### config.mk
export PLATFORM = sky130hd
export DESIGN_NAME = fifo_uart_tx
export DESIGN_NICKNAME = d
export VERILOG_FILES = /design/src/rtl/fifo_uart_tx.sv
export SDC_FILE = /design/constraint.sdc
export NUM_CORES = 1
export LEC_CHECK = 0
export BUFFER_PORTS_ARGS = -buffer_cell sky130_fd_sc_hd__buf_2
export CAP_MARGIN = 0
export CORE_AREA = 5 5 49 51
export DETAILED_ROUTE_END_ITERATION = 12
export DIE_AREA = 0 0 54 56
export GPL_TIMING_DRIVEN = 1
export MAX_ROUTING_LAYER = met4
export PLACE_DENSITY = 0.78
export SYNTH_ARGS = -nofsm -noshare
export SYNTH_HDL_FRONTEND = slang
export SYNTH_SLANG_ARGS = --single-unit
export TNS_END_PERCENT = 30
### constraint.sdc
create_clock -name clk -period 2.36 [get_ports clk]
set_input_delay 0.118 -clock clk [delete_from_list [all_inputs] [get_ports clk]]
set_output_delay 0.118 -clock clk [all_outputs]
set_load 0.05 [all_outputs]
### src/rtl/fifo_uart_tx.sv
// fifo_uart_tx: pops bytes from an 8-bit synchronous FIFO and serialises each as 8N1 on tx_o.
// Latency: first start-bit cycle is 3 cycles after the IDLE decision edge; 10*CLKS_PER_BIT+3 cycles per byte.
// Backpressure: pops only when tx_en_i=1 and fifo_empty_i=0 in IDLE; a started frame always completes.
// Ports:
//   clk, rst        - clock, asynchronous active-high reset
//   tx_en_i         - permits starting a new frame (sampled only in IDLE)
//   fifo_empty_i    - FIFO empty flag (sampled only in IDLE)
//   fifo_data_i     - FIFO read data, valid the cycle after a sampled pop
//   fifo_rd_en_o    - one-cycle pop pulse (FETCH)
//   tx_o            - UART line, idles high
//   busy_o          - high in every state except IDLE
//   done_o          - pulse on the last cycle of the stop bit
module fifo_uart_tx #(
  parameter int CLKS_PER_BIT = 16,
  parameter int CNT_W        = $clog2(CLKS_PER_BIT)
) (
  input  logic       clk,
  input  logic       rst,
  input  logic       tx_en_i,
  input  logic       fifo_empty_i,
  input  logic [7:0] fifo_data_i,
  output logic       fifo_rd_en_o,
  output logic       tx_o,
  output logic       busy_o,
  output logic       done_o
);

  typedef enum logic [2:0] {
    IDLE  = 3'd0,
    FETCH = 3'd1,
    LOAD  = 3'd2,
    START = 3'd3,
    DATA  = 3'd4,
    STOP  = 3'd5
  } state_t;

  localparam logic [CNT_W-1:0] CNT_MAX = CNT_W'(CLKS_PER_BIT - 1);

  state_t           state_q, state_d;
  logic [CNT_W-1:0] cnt_q, cnt_d;
  logic [2:0]       bit_q, bit_d;
  logic [7:0]       sh_q, sh_d;
  logic             tx_q, tx_d;

  logic bit_end;
  assign bit_end = (cnt_q == CNT_MAX);

  always_ff @(posedge clk or posedge rst) begin
    if (rst) begin
      state_q <= IDLE;
      cnt_q   <= '0;
      bit_q   <= '0;
      sh_q    <= '0;
      tx_q    <= 1'b1;
    end else begin
      state_q <= state_d;
      cnt_q   <= cnt_d;
      bit_q   <= bit_d;
      sh_q    <= sh_d;
      tx_q    <= tx_d;
    end
  end

  always_comb begin
    state_d = state_q;
    cnt_d   = cnt_q;
    bit_d   = bit_q;
    sh_d    = sh_q;
    case (state_q)
      IDLE: begin
        if (tx_en_i && !fifo_empty_i) begin
          state_d = FETCH;
        end
      end
      FETCH: begin
        state_d = LOAD;
      end
      LOAD: begin
        sh_d    = fifo_data_i;
        cnt_d   = '0;
        state_d = START;
      end
      START: begin
        if (bit_end) begin
          cnt_d   = '0;
          bit_d   = '0;
          state_d = DATA;
        end else begin
          cnt_d = cnt_q + CNT_W'(1);
        end
      end
      DATA: begin
        if (bit_end) begin
          cnt_d = '0;
          sh_d  = {1'b0, sh_q[7:1]};
          if (bit_q == 3'd7) begin
            state_d = STOP;
          end else begin
            bit_d = bit_q + 3'd1;
          end
        end else begin
          cnt_d = cnt_q + CNT_W'(1);
        end
      end
      STOP: begin
        if (bit_end) begin
          cnt_d   = '0;
          state_d = IDLE;
        end else begin
          cnt_d = cnt_q + CNT_W'(1);
        end
      end
      default: begin
        state_d = IDLE;
      end
    endcase
  end

  // The line level is registered from the next state so tx_o changes on the
  // same edge as the state and carries no path from any input.
  always_comb begin
    tx_d = 1'b1;
    case (state_d)
      START:   tx_d = 1'b0;
      DATA:    tx_d = sh_d[0];
      default: tx_d = 1'b1;
    endcase
  end

  assign tx_o         = tx_q;
  assign fifo_rd_en_o = (state_q == FETCH);
  assign busy_o       = (state_q != IDLE);
  assign done_o       = (state_q == STOP) && bit_end;

endmodule

# Word-level counts from Yosys, hierarchy flattened
# Cells that the tools add are included.
# totals
regBits	19
latchBits	0
ram_bits	0
romBits	0
inputBits	12
output_inout_bits	4
wordCells	46
memories	0
# classes
n_addsub	2
n_mul	0
div_mod_pow	0
n_lt_le_gt_ge	0
n_eq_ne	12
shifts	0
n_mux	15
bitwise_logic	0
n_reduce_logical	11
# op_table
cell	count
3-bit two-way mux	8
3-bit one-hot mux with 6 select lines	1
8-bit one-hot mux with 2 select lines	1
3-bit == test, second input constant	4
3-bit by 2-bit == test with 1-bit output, second input constant	3
8-bit two-way mux	1
4-bit one-hot mux with 2 select lines	1
2-bit != test, second input constant	3
3-bit one-hot mux with 2 select lines	1
2-bit nonzero test	3
4-bit by 1-bit adder with 4-bit output, second input constant	1
4-bit == test, second input constant	1
4-bit two-way mux	1
4-bit AND reduction	1
3-bit by 1-bit adder with 3-bit output, second input constant	1
3-bit by 1-bit == test with 1-bit output, second input constant	1
3-bit logical NOT	1
3-bit nonzero test	1
3-bit OR reduction	1
1-bit logical AND	2
1-bit one-hot mux with 2 select lines	1
2-bit AND reduction	1
1-bit logical NOT	1

# Logic depth before layout (Yosys ltp)
# logic_depth
ltp_word	6
depth_mapped	6
depth_no_buf	5

# Worst setup path before layout
# OpenSTA, ideal clock, no wires.
# synth_timing
kind	reg-to-output
startpoint	reg state_q[2]
endpoint	out fifo_rd_en_o
arrival_time_ps	1788
required_ps	2242
path_slack_ps	454
stages_incl_launch_ff	4
cell_sequence	dfrtp_1 -> buf_2 -> buf_1 -> nor3_1
# synth_via
elab_chain_cells	1
# synth_rtl
element	line_no	text
from (decl)	39	state_t state_q, state_d;
from (signal assigned)	56	state_q <= state_d;
3-bit by 1-bit == test with 1-bit output	131	assign fifo_rd_en_o = (state_q == FETCH);
to (decl)	22	output logic fifo_rd_en_o,
# Every way passes these cells.

# Worst setup path after layout
# layout_timing
startpoint	reg cnt_q[0]
endpoint	out done_o
# layout_via
elab_chain_cells	2
# layout_rtl
element	line_no	text
from (decl)	40	logic [CNT_W-1:0] cnt_q, cnt_d;
from (signal assigned)	57	cnt_q <= cnt_d;
4-bit == test	46	assign bit_end = (cnt_q == CNT_MAX);
1-bit logical AND	133	assign done_o = (state_q == STOP) && bit_end;
to (decl)	25	output logic done_o
# Every way passes these cells.

==> summary.md <==
| Metric | Value |
|---|---|
| F_max | around 480 MHz |
| Final std cells w/o fill | 150 |
| Min Tclk post-route | around 2.1 ns |
| Vias/cell | ~5.6 |
| Cells after Synth | 109 |
| Final Setup Violations | 0 |
| Cts bufs inserted | 3 |
| Placer Congestion | 0.822 |
| Wire length per cell | about 13 um |
| CP Class | flop to output pin |
| Post-route cell area | roughly 1200 um^2 |
| Yosys reg bits | 19 |
| # IOs | 16 |
| CP endpoint kind | output pin |
| RSZ-0062 raised after global routing | no |
| Clk pin slew, worst setup/hold paths | about 0.1 ns |
| Max Cap Violations | 0 |
| IO Port Bufs | 15 |
| Status | complete, no violations |
| Cell row count | 16 |
| H-tree depth | 1 |
| Post-synthesis sequential area ratio | 0.458 |
| Vias after detailed routing | approximately 850 |
| Leakage power | 0.542 nW |
| Worst-Margin Slew | between 0.7 and 0.8 ns |
| Max-slew violation count | 0 |
| Worst path arrival time | between 1.5 and 2 ns |
| Layout Area Growth over Synthesis | 10.8% |
| Crit start category | flop |
| Post-Syn Nets | about 120 |
| Synth cell count leaders | 18 x dfrtp_1, 18 x nand2_1, 9 x a21oi_1 |
| Die W | about 54 um |
| Clock Path Buffers | 2 |
| Antenna violations before repair | 0 |
| Setup TNS | 0 ns |
| Largest net degree at the start of global routing | 20 |
| DRT Pass-1 Iters | 4 |
| Syn_area_per_cell | between 9 and 10 um^2 |
| Clk root buf | clkbuf_4 |
| Skew-Pair Late Insertion Delay | 0.29 ns |
| Grt ovf | 0 |
| Synth top area share | 0.433 |
| Fraction of registers with async set/reset | 1.00 |
| # Post-CTS Setup Buffers | 0 |
| Worst EP required | between 2 and 2.5 ns |
| Drt initial violations | 13 |
| Core Util, Final | 0.606 |
| Post-Route WL | approximately 2000 um |
| Layout cells sized above 1 | 0.211 |
| Pwr per Cell Area | 458 nW/um^2 |
| Die Y-Extent | between 50 and 60 um |
| CTS tree | yes |
| Core area | between 1500 and 2000 um^2 |
| Drc violations | 0 |
| Syn. warnings | 0 |
| Initial core utilization | 0.547 |
| Routed Antenna Nets | 0 |
| Clock skew | between 0.0015 and 0.002 ns |
| Ranking of synthesized cells by area | dfrtp_1 43%, nand2_1 6.5%, a22oi_1 5.8%, a21oi_1 4.3%, ha_1 3.6% |
| Dpl hpwl | around 1400 um |
| Die area | ~3000 um^2 |
| Filler cells | ~170 |
| Synth area leader | dfrtp_1 |
| Placed Instance Area | 1110 um^2 |
| Relative slew slack | 0.520 |
| Netlist cell types | 36 |
| EDFF count, synth | 0 |
| Crit share post-route | 0.887 |
| TritonCTS Sinks | 19 |
| Design Power | 0.528 mW |
| Crit-path max FO | 10 |
| Gr usage total | 0.160 |
| VDD IR max | about 0.00038 V |
| Fin nets | about 140 |
| Area of the mapped netlist | around 1000 um^2 |
| Final hold violations | 0 |
| Number of global-route vias before repair | 782 |
| Placed cells | ~150 |
| HP Class | primary input to flop |
| Antenna diodes | 0 |
| Top FF cell, synth | dfrtp_1 |
| First-pass GRT wire length | ~3600 um |
==> routing by layer <==
layer	GRT usage	vias to the layer above	share of wire
li1	-	421	-
met1	0.226	394	0.45
met2	0.215	27	0.47
met3	0.0429	4	0.065
met4	0.0641	0	0.011
met5	-	-	0
==> where the power goes <==
| part | switching, mW | internal (mW) | total, mW |
|---|---|---|---|
| registers | 0.00372 | 0.333 | 0.337 |
| clock network | 0.0990 | 0.0631 | 0.162 |
| logic | 0.0160 | 0.0136 | 0.0296 |
==> cell families after synthesis <==
family | count (synthesis) | share of synthesized area
compound gates | 35 | 0.237
flops | 19 | 0.458
fa+ha+maj | 3 | 0.0361
simple gates | 41 | 0.205
buf+inv | 9 | 0.0433
mux | 2 | 0.0205
==> critical path, cell delays in order, from the launching register on <==
cell	delay (ns)
dfrtp_1	0.42
ha_1	0.25
and3_1	0.44
nand2_1	0.17
nor2_1	0.12
buf_2	0.27
==> layout make-up <==
cell class / count / area [um^2] / share of cell area
tap: 27 / 33.8 / 0.0293
inverter: 3 / 11.3 / 0.00977
multi-input combinational: 81 / 518 / 0.450
clock inverter: 1 / 5.00 / 0.00434
clock buffer: 3 / 22.5 / 0.0195
timing repair buffer: 16 / 85.1 / 0.0738
sequential: 19 / 477 / 0.414
==> state kept, by name, indices dropped and copies added (netlist names) <==
name,count
cnt_q,4
state_q,3
tx_o,1
sh_q,8
bit_q,3
==> metrics by stage <==
stage | worst slack [ns] | hold WS, ns
after global routing | 0.109 | 0.0145
after global placement | 0.606 | 0.267
after floorplan | 0.454 | 0.0684
after CTS | 0.265 | 0.00999
final | 0.267 | 0.0185
after detailed placement | 0.617 | 0.270
==> layout by cell type, fill, tap and decap left out, types with 2 or more instances in the layout <==
master	count
inv_1	3
clkbuf_4	3
a21oi_1	9
nand2_1	18
dfrtp_1	18
nand2b_1	2
nor2_1	7
nor2b_1	2
a22oi_1	8
and3_1	3
ha_1	3
o21ai_0	5
nor3_1	2
nand3_1	2
buf_2	15
a211oi_1	2
a22o_1	2
==> repair_timing <==
item / CTS / global route
hold buffers: 1 / 0
endpoints found under the hold margin: 18 / 0
gates resized for setup: 0 / 0
==> final timing paths <==
path,slack [ns],to,start,depth (start not counted)
max,0.27,done_o,cnt_q[0]$_DFFE_PP0P_,5
min,0.02,sh_q[7]$_DFFE_PP0P_,fifo_data_i[7],3
max reg2reg,0.62,sh_q[1]$_DFFE_PP0P_,state_q[2]$_DFF_PP0_,4
min reg2reg,0.49,sh_q[6]$_DFFE_PP0P_,sh_q[6]$_DFFE_PP0P_,2
max in group asynchronous,1.44,sh_q[5]$_DFFE_PP0P_,rst,3
min in group asynchronous,0.47,bit_q[2]$_DFFE_PP0P_,rst,3
Power figures use the tool's default switching activity.
